[src/rtl/picomips_pkg.sv]
// Shared opcode and decoder-state encodings for the picoMIPS decoder and ALU side.
// Latency: n/a (types only).
// Backpressure: n/a.
package picomips_pkg;

    typedef enum logic [3:0] {
        OP_NOP   = 4'h0,
        OP_LDI   = 4'h1,
        OP_LDSW  = 4'h2,
        OP_LDR   = 4'h3,
        OP_ADDI  = 4'h4,
        OP_ADDR  = 4'h5,
        OP_MULI  = 4'h6,
        OP_ST    = 4'h7,
        OP_JMP   = 4'h8,
        OP_BEQZ  = 4'h9,
        OP_WAITB = 4'hA,
        OP_HALT  = 4'hF
    } opcode_e;

    typedef enum logic [2:0] {
        ST_FETCH   = 3'd0,
        ST_EXEC    = 3'd1,
        ST_WAIT_HI = 3'd2,
        ST_WAIT_LO = 3'd3,
        ST_HALT    = 3'd4
    } dec_state_e;

    // ALU / register-file strobes, all low outside EXEC.
    typedef struct packed {
        logic we;
        logic sel_sw;
        logic sel_imm;
        logic sel_reg_data;
        logic use_mul;
        logic use_acc;
        logic reg_we;
    } ctrl_t;

endpackage

[src/rtl/instr_decoder_if.sv]
// Decoder <-> program memory / ALU signal bundle; master is the decoder.
// Latency: n/a (wires only).
// Backpressure: none; Instr is expected one cycle after PC.
interface instr_decoder_if #(
    parameter int PC_W = 8,
    parameter int IW   = 16
);
    logic [IW-1:0]   Instr;
    logic [7:0]      ACC;
    logic            Btn;
    logic [PC_W-1:0] PC;
    logic [7:0]      Imm;
    logic [2:0]      RegAddr;
    logic            RegWE;
    logic            WE;
    logic            SelSW;
    logic            SelImm;
    logic            SelRegData;
    logic            UseMul;
    logic            UseACC;
    logic            Halted;

    modport master (
        input  Instr, ACC, Btn,
        output PC, Imm, RegAddr, RegWE, WE, SelSW, SelImm, SelRegData,
               UseMul, UseACC, Halted
    );

    modport slave (
        output Instr, ACC, Btn,
        input  PC, Imm, RegAddr, RegWE, WE, SelSW, SelImm, SelRegData,
               UseMul, UseACC, Halted
    );
endinterface

[src/rtl/btn_sync.sv]
// Two-flop synchroniser for the asynchronous push-button.
// Latency: 2 Clock edges from Btn change to btn_sync_o change.
// Backpressure: none.
module btn_sync (
    input  logic Clock,
    input  logic nReset,
    input  logic btn_async,
    output logic btn_sync_o
);
    logic meta_q, meta_d;
    logic sync_q, sync_d;

    // Shift the raw button through two stages.
    always_comb begin
        meta_d = btn_async;
        sync_d = meta_q;
    end

    // Synchroniser flops clear on reset so a held button is not seen early.
    always_ff @(posedge Clock or negedge nReset) begin
        if (!nReset) begin
            meta_q <= 1'b0;
            sync_q <= 1'b0;
        end else begin
            meta_q <= meta_d;
            sync_q <= sync_d;
        end
    end

    assign btn_sync_o = sync_q;
endmodule

[src/rtl/instr_decoder.sv]
// picoMIPS instruction decoder: FETCH/EXEC sequencer with WAITB and HALT.
// Latency: 2 cycles per instruction; controls valid only during EXEC.
// Backpressure: WAITB stalls on synchronised Btn; HALT stalls until reset.
// Optional feature: define DECODER_BRANCH_EN to enable JMP/BEQZ.
module instr_decoder
    import picomips_pkg::*;
#(
    parameter int PC_W = 8,
    parameter int IW   = 16
) (
    input  logic            Clock,
    input  logic            nReset,
    instr_decoder_if.master bus
);
    dec_state_e      state_q, state_d;
    logic [PC_W-1:0] pc_q, pc_d;
    logic [PC_W-1:0] pc_inc;
    ctrl_t           ctrl;
    opcode_e         op;
    logic            btn_s;
    logic            unused_in;

    btn_sync u_btn_sync (
        .Clock      (Clock),
        .nReset     (nReset),
        .btn_async  (bus.Btn),
        .btn_sync_o (btn_s)
    );

    assign op     = opcode_e'(bus.Instr[15:12]);
    assign pc_inc = pc_q + PC_W'(1);

`ifdef DECODER_BRANCH_EN
    logic [PC_W-1:0] imm_pc;
    logic            acc_zero;
    // Jump targets: imm zero-extended or truncated to the PC width.
    assign imm_pc   = PC_W'(bus.Instr[7:0]);
    assign acc_zero = (bus.ACC == 8'h00);
`endif

    // Instr[11], any bits above the opcode and (without branches) ACC are not decoded.
    assign unused_in = ^{bus.Instr, bus.ACC};

    // Next state, next PC and the EXEC-only control strobes.
    always_comb begin
        state_d = state_q;
        pc_d    = pc_q;
        ctrl    = '0;
        case (state_q)
            ST_FETCH: state_d = ST_EXEC;
            ST_EXEC: begin
                state_d = ST_FETCH;
                pc_d    = pc_inc;
                case (op)
                    OP_LDI:  begin ctrl.we = 1'b1; ctrl.sel_imm = 1'b1; end
                    OP_LDSW: begin ctrl.we = 1'b1; ctrl.sel_sw = 1'b1; end
                    OP_LDR:  begin ctrl.we = 1'b1; ctrl.sel_reg_data = 1'b1; end
                    OP_ADDI: begin ctrl.we = 1'b1; ctrl.use_acc = 1'b1; ctrl.sel_imm = 1'b1; end
                    OP_ADDR: begin ctrl.we = 1'b1; ctrl.use_acc = 1'b1; ctrl.sel_reg_data = 1'b1; end
                    OP_MULI: begin ctrl.we = 1'b1; ctrl.use_acc = 1'b1; ctrl.use_mul = 1'b1; end
                    OP_ST:   ctrl.reg_we = 1'b1;
`ifdef DECODER_BRANCH_EN
                    OP_JMP:  pc_d = imm_pc;
                    OP_BEQZ: pc_d = acc_zero ? imm_pc : pc_inc;
`endif
                    OP_WAITB: begin state_d = ST_WAIT_HI; pc_d = pc_q; end
                    OP_HALT:  begin state_d = ST_HALT;    pc_d = pc_q; end
                    default: ;
                endcase
            end
            // Press seen (may already be high on entry): move on next edge.
            ST_WAIT_HI: if (btn_s) state_d = ST_WAIT_LO;
            // Release seen: step past the WAITB.
            ST_WAIT_LO: if (!btn_s) begin
                state_d = ST_FETCH;
                pc_d    = pc_inc;
            end
            ST_HALT: ;
            default: state_d = ST_FETCH;
        endcase
    end

    // Sequencer state and PC; reset drops everything back to FETCH at 0.
    always_ff @(posedge Clock or negedge nReset) begin
        if (!nReset) begin
            state_q <= ST_FETCH;
            pc_q    <= '0;
        end else begin
            state_q <= state_d;
            pc_q    <= pc_d;
        end
    end

    assign bus.PC         = pc_q;
    assign bus.Imm        = bus.Instr[7:0];
    assign bus.RegAddr    = bus.Instr[10:8];
    assign bus.WE         = ctrl.we;
    assign bus.SelSW      = ctrl.sel_sw;
    assign bus.SelImm     = ctrl.sel_imm;
    assign bus.SelRegData = ctrl.sel_reg_data;
    assign bus.UseMul     = ctrl.use_mul;
    assign bus.UseACC     = ctrl.use_acc;
    assign bus.RegWE      = ctrl.reg_we;
    assign bus.Halted     = (state_q == ST_HALT);
endmodule
[src/flat_wrapper.sv]
// flat-port wrapper written by rule: the top's interface ports become plain ports
module instr_decoder_flat import picomips_pkg::*;
#(
    parameter int PC_W = 8,
    parameter int IW   = 16
)
  (Clock, nReset, bus_Instr, bus_ACC, bus_Btn, bus_PC, bus_Imm, bus_RegAddr, bus_RegWE, bus_WE, bus_SelSW, bus_SelImm, bus_SelRegData, bus_UseMul, bus_UseACC, bus_Halted);
  instr_decoder_if #(.PC_W(PC_W), .IW(IW)) bus_i ();
  input  logic Clock;
  input  logic nReset;
  input wire logic [$bits(bus_i.Instr)-1:0] bus_Instr;
  input wire logic [$bits(bus_i.ACC)-1:0] bus_ACC;
  input wire logic [$bits(bus_i.Btn)-1:0] bus_Btn;
  output wire logic [$bits(bus_i.PC)-1:0] bus_PC;
  output wire logic [$bits(bus_i.Imm)-1:0] bus_Imm;
  output wire logic [$bits(bus_i.RegAddr)-1:0] bus_RegAddr;
  output wire logic [$bits(bus_i.RegWE)-1:0] bus_RegWE;
  output wire logic [$bits(bus_i.WE)-1:0] bus_WE;
  output wire logic [$bits(bus_i.SelSW)-1:0] bus_SelSW;
  output wire logic [$bits(bus_i.SelImm)-1:0] bus_SelImm;
  output wire logic [$bits(bus_i.SelRegData)-1:0] bus_SelRegData;
  output wire logic [$bits(bus_i.UseMul)-1:0] bus_UseMul;
  output wire logic [$bits(bus_i.UseACC)-1:0] bus_UseACC;
  output wire logic [$bits(bus_i.Halted)-1:0] bus_Halted;
  assign bus_i.Instr = bus_Instr;
  assign bus_i.ACC = bus_ACC;
  assign bus_i.Btn = bus_Btn;
  assign bus_PC = bus_i.PC;
  assign bus_Imm = bus_i.Imm;
  assign bus_RegAddr = bus_i.RegAddr;
  assign bus_RegWE = bus_i.RegWE;
  assign bus_WE = bus_i.WE;
  assign bus_SelSW = bus_i.SelSW;
  assign bus_SelImm = bus_i.SelImm;
  assign bus_SelRegData = bus_i.SelRegData;
  assign bus_UseMul = bus_i.UseMul;
  assign bus_UseACC = bus_i.UseACC;
  assign bus_Halted = bus_i.Halted;
  instr_decoder #(.PC_W(PC_W), .IW(IW)) u_core (.Clock(Clock), .nReset(nReset), .bus(bus_i));
endmodule
[config.mk]
export PLATFORM = sky130hd
export DESIGN_NAME = instr_decoder_flat
export DESIGN_NICKNAME = d
export VERILOG_FILES = /design/src/rtl/picomips_pkg.sv /design/src/rtl/instr_decoder_if.sv /design/src/rtl/btn_sync.sv /design/src/rtl/instr_decoder.sv /design/src/flat_wrapper.sv
export SDC_FILE = /design/constraint.sdc
export NUM_CORES = 1
export LEC_CHECK = 0
export ABC_CLOCK_PERIOD_IN_PS = 2000
export CORE_ASPECT_RATIO = 0.9
export CORE_MARGIN = 2
export CORE_UTILIZATION = 34
export CTS_CLUSTER_DIAMETER = 30
export DETAILED_ROUTE_END_ITERATION = 12
export PLACE_DENSITY = 0.78
export SKIP_CTS_REPAIR_TIMING = 1
export SYNTH_ARGS = -nofsm -noshare
export SYNTH_HDL_FRONTEND = slang
export SYNTH_SLANG_ARGS = --single-unit
[constraint.sdc]
create_clock -name Clock -period 2 [get_ports Clock]
set_input_delay 0.2 -clock Clock [delete_from_list [all_inputs] [get_ports Clock]]
set_output_delay 0.2 -clock Clock [all_outputs]
set_load 0.05 [all_outputs]
==> results.rst, run 1 <==
.. list-table::
   :header-rows: 1

   * - Metric
     - Value
   * - DRC errors left
     - 0
   * - Xor/xnor share of the synthesized area
     - 10.4%
   * - Category of the worst setup path launch point
     - flip-flop
   * - Power per standard cell area
     - 1480 nW/µm²
   * - Syn Nets
     - 108
   * - Final hold viol count
     - 0
   * - Number of routed nets with antenna violations
     - 0
   * - Count of H-tree levels built during CTS
     - 1
   * - Register area share after synthesis
     - 42.8%
   * - Placer's final routability congestion estimate
     - 0.724
   * - Largest net degree at the start of global routing
     - 14
   * - Number of violations of the max-capacitance limit
     - 0
   * - Gate count after technology mapping
     - 80
   * - Area occupied by multi-input gates
     - 337 µm²
   * - Highest-delay cell along the critical path
     - dfrtp_1
   * - Commonest cells after routing, fill and taps aside
     - clkdlybuf4s50_1, dfrtp_1, nor2_1
   * - Hold crit path type
     - input pin to async pin
   * - Net switching power
     - 756 µW
   * - Via-to-Cell Ratio
     - 4.66
   * - Core footprint
     - 2140 µm²
   * - Share of total power in sequential cells
     - 31.0%
   * - Die area
     - 2630 µm²
   * - Area of all sequential standard cells
     - 325 µm²
   * - Length of the first detailed-routing pass in iterations
     - 4
   * - Worst-path fanout max
     - 4
   * - Maximum clock path buffer count
     - 2
   * - Yosys warning count
     - 0
   * - Height of the die
     - 48.9 µm
   * - Number of nets in the layout
     - 124
   * - Flop and latch count out of synthesis
     - 13
   * - Maximum achievable frequency
     - 546 MHz
   * - Global-route wire length before repair
     - 2.36 mm
   * - GRT Residual Overflow
     - 0
   * - CTS tree
     - done
   * - Site row count
     - 16
   * - Layout cells sized above 1
     - 21.1%
   * - Fin Clk Skew
     - 1.75 ps
   * - Placed cell areas
     - 1000 µm²
   * - LEAKAGE
     - 0.000431 µW
   * - Final routed wirelength across all metal layers
     - 1.34 mm
   * - Antenna violations before repair
     - 0
   * - Tot Pwr
     - 1550 µW
   * - Cell Area, Synth
     - 761 µm²
   * - Worst setup EP type
     - primary output
   * - Clk network pwr share
     - 9.6%
   * - Share of synthesized area spent on multiplexers
     - 1.48%
   * - Vias in the first global route
     - 552
   * - Cell family contributing the most delay on the critical path
     - simple AND/OR/NAND/NOR gates
   * - Count of cell types in the netlist
     - 27
   * - Post-route clock period utilization
     - 91.6%
   * - Main combinational cell family by area after synthesis
     - simple AND/OR/NAND/NOR gates
   * - Global-route total usage across every layer
     - 11.5%
   * - Period minus WS final
     - 1830 ps
   * - Count of pins on the block boundary
     - 54
   * - Worst Setup Slack, final
     - 167 ps
   * - Largest stage delay on the critical path
     - 400 ps
   * - Number of vias after detailed routing
     - 569
   * - Post-DP HPWL
     - 1.08 mm
   * - Post-route cell area
     - 1040 µm²
   * - Combinational power share
     - 59.4%
   * - Clk sink count
     - 13
   * - Detailed router's first-iteration violation count
     - 4
   * - Clock latency on the worst-skew pair
     - 260 ps
   * - Leading cell type in the layout, fill and taps excluded
     - clkdlybuf4s50_1
   * - WP data arrival
     - 1630 ps
   * - Buf/Inv on CP
     - 1
   * - Compound-cell area share of the yosys netlist
     - 7.07%
   * - Required time at the endpoint of the critical path
     - 1800 ps
   * - Reg2Reg Setup Slack
     - 370 ps
   * - Syn_area_per_cell
     - 9.51 µm²
   * - Wirelength per Cell
     - 11.0 µm
   * - Slew Limit Headroom
     - 63.3%
   * - Simple-gate share of the synthesized area
     - 21.7%
   * - Dpl ws
     - 122 ps
   * - Slew at the pin with the worst max-slew slack
     - 549 ps
   * - CTS clk-pin slew, worst paths
     - 70 ps
   * - Category of the critical setup timing path
     - flip-flop to primary output
   * - Number of filler instances in the final layout
     - 202
   * - Signed area change from the synthesized netlist to the final layout
     - 37.2%
   * - Root Buffer
     - clkbuf_4
   * - Switching power as a share of total power
     - 48.9%
   * - Adder-cell area share of the yosys netlist
     - 1.64%
   * - Maximum ir drop on the vdd rail
     - 1.03 mV
   * - Unrepaired setup endpoints after global routing
     - false
   * - Number of max-slew violations in the final report
     - 0
   * - Outcome
     - completed
   * - Buffers added on ports
     - 22
   * - Number of antenna repair diodes
     - 0
   * - Initial Utilization
     - 35.5%
   * - CTS buffer count
     - 3
   * - Horizontal die dimension
     - 53.9 µm
   * - Cells traversed along the worst timing path
     - nand2b_1, or3_1, nor3_2, buf_12
   * - Finish-stage setup viols
     - 0
   * - Internal power
     - 789 µW
[sequential cells by signal, summed over array words and instances, names as in the netlist]
| signal | flops |
|---|---|
| u_core.u_btn_sync.meta_q | 1 |
| u_core.state_q | 3 |
| u_core.u_btn_sync.btn_sync_o | 1 |
| u_core.bus.PC | 8 |
[cell usage after synthesis, drive strengths merged]
library cell	n	area share (%)
xnor2	3	3.5
o31ai	1	0.99
ha	1	1.6
nand2	5	2.5
and2	1	0.82
xor2	6	6.9
a31oi	1	0.82
o21ai	1	0.66
a21oi	3	2.0
inv	3	1.5
nand3	4	2.6
nor2	8	3.9
clkbuf	1	0.49
and3	1	0.82
nand2b	2	1.6
nor4	1	2.8
dfrtp	13	43
o21ba	1	1.3
or3	2	1.6
nand4	1	0.82
nor3	5	3.3
mux2	1	1.5
buf	13	13
a311o	1	1.3
nor2b	1	0.82
[worst paths after layout]
path / cells past startpoint / start / to
worst max-delay path: 4 / u_core.state_q[2] / bus_SelImm
worst min register to register: 0 / u_core.u_btn_sync.meta_q / u_core.u_btn_sync.btn_sync_o
worst min-delay path: 1 / nReset / u_core.bus.PC[6]
max in group asynchronous: 1 / nReset / u_core.state_q[0]
min in group Clock: 0 / u_core.u_btn_sync.meta_q / u_core.u_btn_sync.btn_sync_o
worst max register to register: 4 / u_core.state_q[1] / u_core.bus.PC[7]
[worst register-to-register path, stage by stage, from the launching register on]
cell     delay, ps
dfrtp_1        450
and2_1         180
a311o_1        460
nor4_4         300
xor2_1         160
[cell type report]
cell class | count | area share (%)
clock buffers | 4 | 2.52
inverters | 3 | 1.08
multi-input cells | 50 | 32.3
flip-flops and latches | 13 | 31.2
well taps | 27 | 3.24
repair buffers | 25 | 29.7
[cells by family (layout without fill, tap and decap cells)]
kind of cell | count (synthesis) | in the layout
xor+xnor | 9 | 9
fa+ha+maj | 1 | 1
compound gates | 8 | 8
flops | 13 | 13
buf+inv | 17 | 32
mux | 1 | 1
simple gates | 31 | 31
[power groups by stage]
| stage | logic, µW | registers, µW | clock network [µW] |
|---|---|---|---|
| 2_1_floorplan | 428 | 741 | 0 |
| 3_3_place_gp | 904 | 479 | 0 |
| 3_5_place_dp | 916 | 483 | 0 |
| 4_1_cts | 918 | 480 | 158 |
| 5_1_grt | 982 | 503 | 170 |
| 6_report | 917 | 480 | 149 |
[metrics by stage]
step / std cells / setup TNS, ps / hold slack, ps / util (%)
2_1_floorplan: 80 / -317 / -95.6 / -
3_3_place_gp: 118 / 0 / 333 / 46.8
3_5_place_dp: 118 / 0 / 347 / 46.8
4_1_cts: 122 / 0 / 305 / 48.0
5_1_grt: 122 / 0 / 323 / 48.7
6_report: 122 / 0 / 292 / 48.7
[per-layer routing]
metal	up-vias	track usage (%)	part of all wire, %
met3	0	1.23	8.1
met2	25	17.1	45
met1	257	16.5	47
li1	287	-	-
met4	0	5.13	0
met5	-	0	0
No activity file was read; power rests on OpenSTA's default activity.
==> run 2, diff against run 1 <==
--- a/config.mk
+++ b/config.mk
@@ -11,6 +11,7 @@
 export CORE_UTILIZATION = 34
 export CTS_CLUSTER_DIAMETER = 30
 export DETAILED_ROUTE_END_ITERATION = 12
+export GPL_ROUTABILITY_DRIVEN = 0
 export PLACE_DENSITY = 0.78
 export SKIP_CTS_REPAIR_TIMING = 1
 export SYNTH_ARGS = -nofsm -noshare
==> results of run 2 <==
No change in the layout: final DEF, timing and power equal those of run 1.
==> run 3, diff against run 2 <==
--- a/config.mk
+++ b/config.mk
@@ -12,6 +12,7 @@
 export CTS_CLUSTER_DIAMETER = 30
 export DETAILED_ROUTE_END_ITERATION = 12
 export GPL_ROUTABILITY_DRIVEN = 0
+export GPL_TIMING_DRIVEN = 0
 export PLACE_DENSITY = 0.78
 export SKIP_CTS_REPAIR_TIMING = 1
 export SYNTH_ARGS = -nofsm -noshare
==> run 3 against run 2 <==
Against the previous run: largest cell class is now non-clock buffers; critical path depth unchanged; hold slack better by 2.7 ps; wire length is 11% higher.
==> results.rst, run 3 (synthesized netlist as in run 1, its figures left out) <==
.. list-table::
   :header-rows: 1

   * - Metric
     - Value
   * - Met1 routing resource usage after global routing
     - 15.7% (-0.79 points)
   * - Root Buffer
     - clkbuf_4
   * - Number of max-slew violations in the final report
     - 0 (unchanged)
   * - Initial Utilization
     - 35.5% (unchanged)
   * - Height of the die
     - 48.9 µm (unchanged)
   * - Fin Clk Skew
     - 0.801 ps (-0.944 ps)
   * - Slew at the pin with the worst max-slew slack
     - 560 ps (+11.4 ps)
   * - Site row count
     - 16 (unchanged)
   * - Finish-stage setup viols
     - 0 (unchanged)
   * - Global routing met3 resource utilization
     - 2.76% (+1.5 points)
   * - WP data arrival
     - 1690 ps (+60 ps)
   * - Post-DP HPWL
     - 1.19 mm (+9.5%)
   * - Number of routed nets with antenna violations
     - 0 (unchanged)
   * - Setup Total Neg Slack
     - 0 ps (unchanged)
   * - Largest net degree at the start of global routing
     - 14 (unchanged)
   * - Clk network pwr share
     - 9.4% (-0.2 points)
   * - Number of violations of the max-capacitance limit
     - 0 (unchanged)
   * - Core footprint
     - 2140 µm² (unchanged)
   * - Period minus WS final
     - 1890 ps (+57.0 ps)
   * - Category of the worst setup path launch point
     - flip-flop
   * - Horizontal die dimension
     - 53.9 µm (unchanged)
   * - LEAKAGE
     - 0.000522 µW (+21%)
   * - Detailed router's first-iteration violation count
     - 5 (+1)
   * - Leading cell type in the layout, fill and taps excluded
     - clkdlybuf4s50_1
   * - Switching power as a share of total power
     - 50.3% (+1.4 points)
   * - Vias in the first global route
     - 563 (+2.0%)
   * - Capture point of the worst reg-to-reg path
     - u_core.bus.PC[7]
   * - Power per standard cell area
     - 1430 nW/µm² (-3.4%)
   * - Length of the first detailed-routing pass in iterations
     - 4 (unchanged)
   * - Via-to-Cell Ratio
     - 4.66 (about the same)
   * - Met2 capacity usage during global routing
     - 16.9% (-0.20 points)
   * - Internal power
     - 791 µW (+0.22%)
   * - Dpl ws
     - -256 ps (-378 ps)
   * - Unrepaired setup endpoints after global routing
     - false
   * - Worst Setup Slack, final
     - 110 ps (-57.0 ps)
   * - Start of the worst register-to-register path
     - u_core.state_q[1]
   * - Worst-path fanout max
     - 4 (unchanged)
   * - Layout cells sized above 1
     - 22.6% (+1.6 points)
   * - Combinational power share
     - 60.1% (+0.7 points)
   * - Required time at the endpoint of the critical path
     - 1800 ps (about the same)
   * - Global-route total usage across every layer
     - 11.7% (+0.19 points)
   * - Post-route cell area
     - 1110 µm² (+6.7%)
   * - Die area
     - 2630 µm² (unchanged)
   * - Net switching power
     - 802 µW (+6.0%)
   * - Maximum achievable frequency
     - 529 MHz (-3.0%)
   * - Wirelength per Cell
     - 10.5 µm (-4.8%)
   * - Flip-flop count of the largest register, all copies and words added
     - 8 (unchanged)
   * - Global-route wire length before repair
     - 2.29 mm (-2.9%)
   * - CTS tree
     - done
   * - Maximum clock path buffer count
     - 2 (unchanged)
   * - Placed cell areas
     - 1100 µm² (+10%)
   * - Reg2Reg Setup Slack
     - 390 ps (+20 ps)
   * - Slew Limit Headroom
     - 62.5% (-0.76 points)
   * - Clock latency on the worst-skew pair
     - 260 ps (about the same)
   * - Hold crit path type
     - input pin to async pin
   * - Final hold viol count
     - 0 (unchanged)
   * - DRC errors left
     - 0 (unchanged)
   * - Count of H-tree levels built during CTS
     - 1 (unchanged)
   * - Path depth of the worst reg2reg path
     - 5 (+1)
   * - Category of the critical setup timing path
     - flip-flop to primary output
   * - Number of nets in the layout
     - 144 (+16%)
   * - CTS buffer count
     - 3 (unchanged)
   * - Number of antenna repair diodes
     - 0 (unchanged)
   * - Antenna violations before repair
     - 0 (unchanged)
   * - Post-route clock period utilization
     - 94.5% (+2.8 points)
   * - Maximum ir drop on the vdd rail
     - 0.971 mV (-6.0%)
   * - Share of total power in sequential cells
     - 30.4% (-0.6 points)
   * - Commonest cells after routing, fill and taps aside
     - clkdlybuf4s50_1, dfrtp_1, buf_4
   * - Hold WS
     - 295 ps (+2.66 ps)
   * - Count of pins on the block boundary
     - 54 (unchanged)
   * - Buffers added on ports
     - 31 (+41%)
   * - Number of vias after detailed routing
     - 662 (+16%)
   * - Clk sink count
     - 13 (unchanged)
   * - Signed area change from the synthesized netlist to the final layout
     - 46.4%
   * - Final routed wirelength across all metal layers
     - 1.49 mm (+11%)
   * - Worst setup EP type
     - primary output
   * - Layer carrying the most global-route usage
     - met2
   * - GRT Residual Overflow
     - 0 (unchanged)
   * - Outcome
     - completed
   * - CTS clk-pin slew, worst paths
     - 70 ps (about the same)
[run 3: changes by cell type in the layout (fill, tap and decap cells not counted), sizes merged]
cell / delta
dlymetal6s2s: +2
buf: +2
clkbuf: +7
clkdlybuf4s50: +9
[run 3: metal layers]
layer / up-vias / routed length, µm / share of wire (%)
li1: 327 / - / -
met1: 295 / 631 / 42
met2: 38 / 641 / 43
met3: 2 / 198 / 13
met4: 0 / 17 / 1.1
met5: - / 0 / 0
[run 3: worst max path at each step]
stage	startpoint	end	slack, ps	depth (start not counted)
CTS	u_core.state_q[2]	bus_UseACC	-430	5
global route	u_core.state_q[2]	bus_SelSW	5	4
finish	u_core.state_q[2]	bus_SelSW	110	4
detailed placement	bus_Instr[15]	bus_WE	-260	5
global placement	bus_Instr[15]	bus_SelImm	-240	4
floorplan	u_core.state_q[2]	bus_SelImm	-160	3
[run 3: power groups by stage]
stage / clock (µW) / combinational (µW) / sequential, µW
final: 150 / 958 / 485
after global routing: 174 / 1020 / 506
after CTS: 157 / 973 / 486
after detailed placement: 0 / 970 / 488
after global placement: 0 / 962 / 479
after floorplan: 0 / 428 / 741
[run 3: area by class of cell]
type | instances | area (µm²)
plain buffers | 14 | 103
clock buffers | 4 | 26.3
fillers | 196 | 1030
inverters | 3 | 11.3
multi-input cells | 50 | 327
flip-flops and latches | 13 | 325
well taps | 27 | 33.8
repair buffers | 31 | 288
[run 3: critical path, cell delays in order, from the launching register on]
cell and delay (ps):
dfrtp_1 400, nand2b_1 190, or3_1 350, nor3_1 180
clkbuf_2 300
[run 3: per-stage QoR]
stage / util (%) / power (µW) / cells
global route: 52.0 / 1700 / 142
finish: 52.0 / 1590 / 142
floorplan: - / 1170 / 80
detailed placement: 51.6 / 1460 / 138
CTS: 52.8 / 1620 / 142
global placement: 51.6 / 1440 / 138
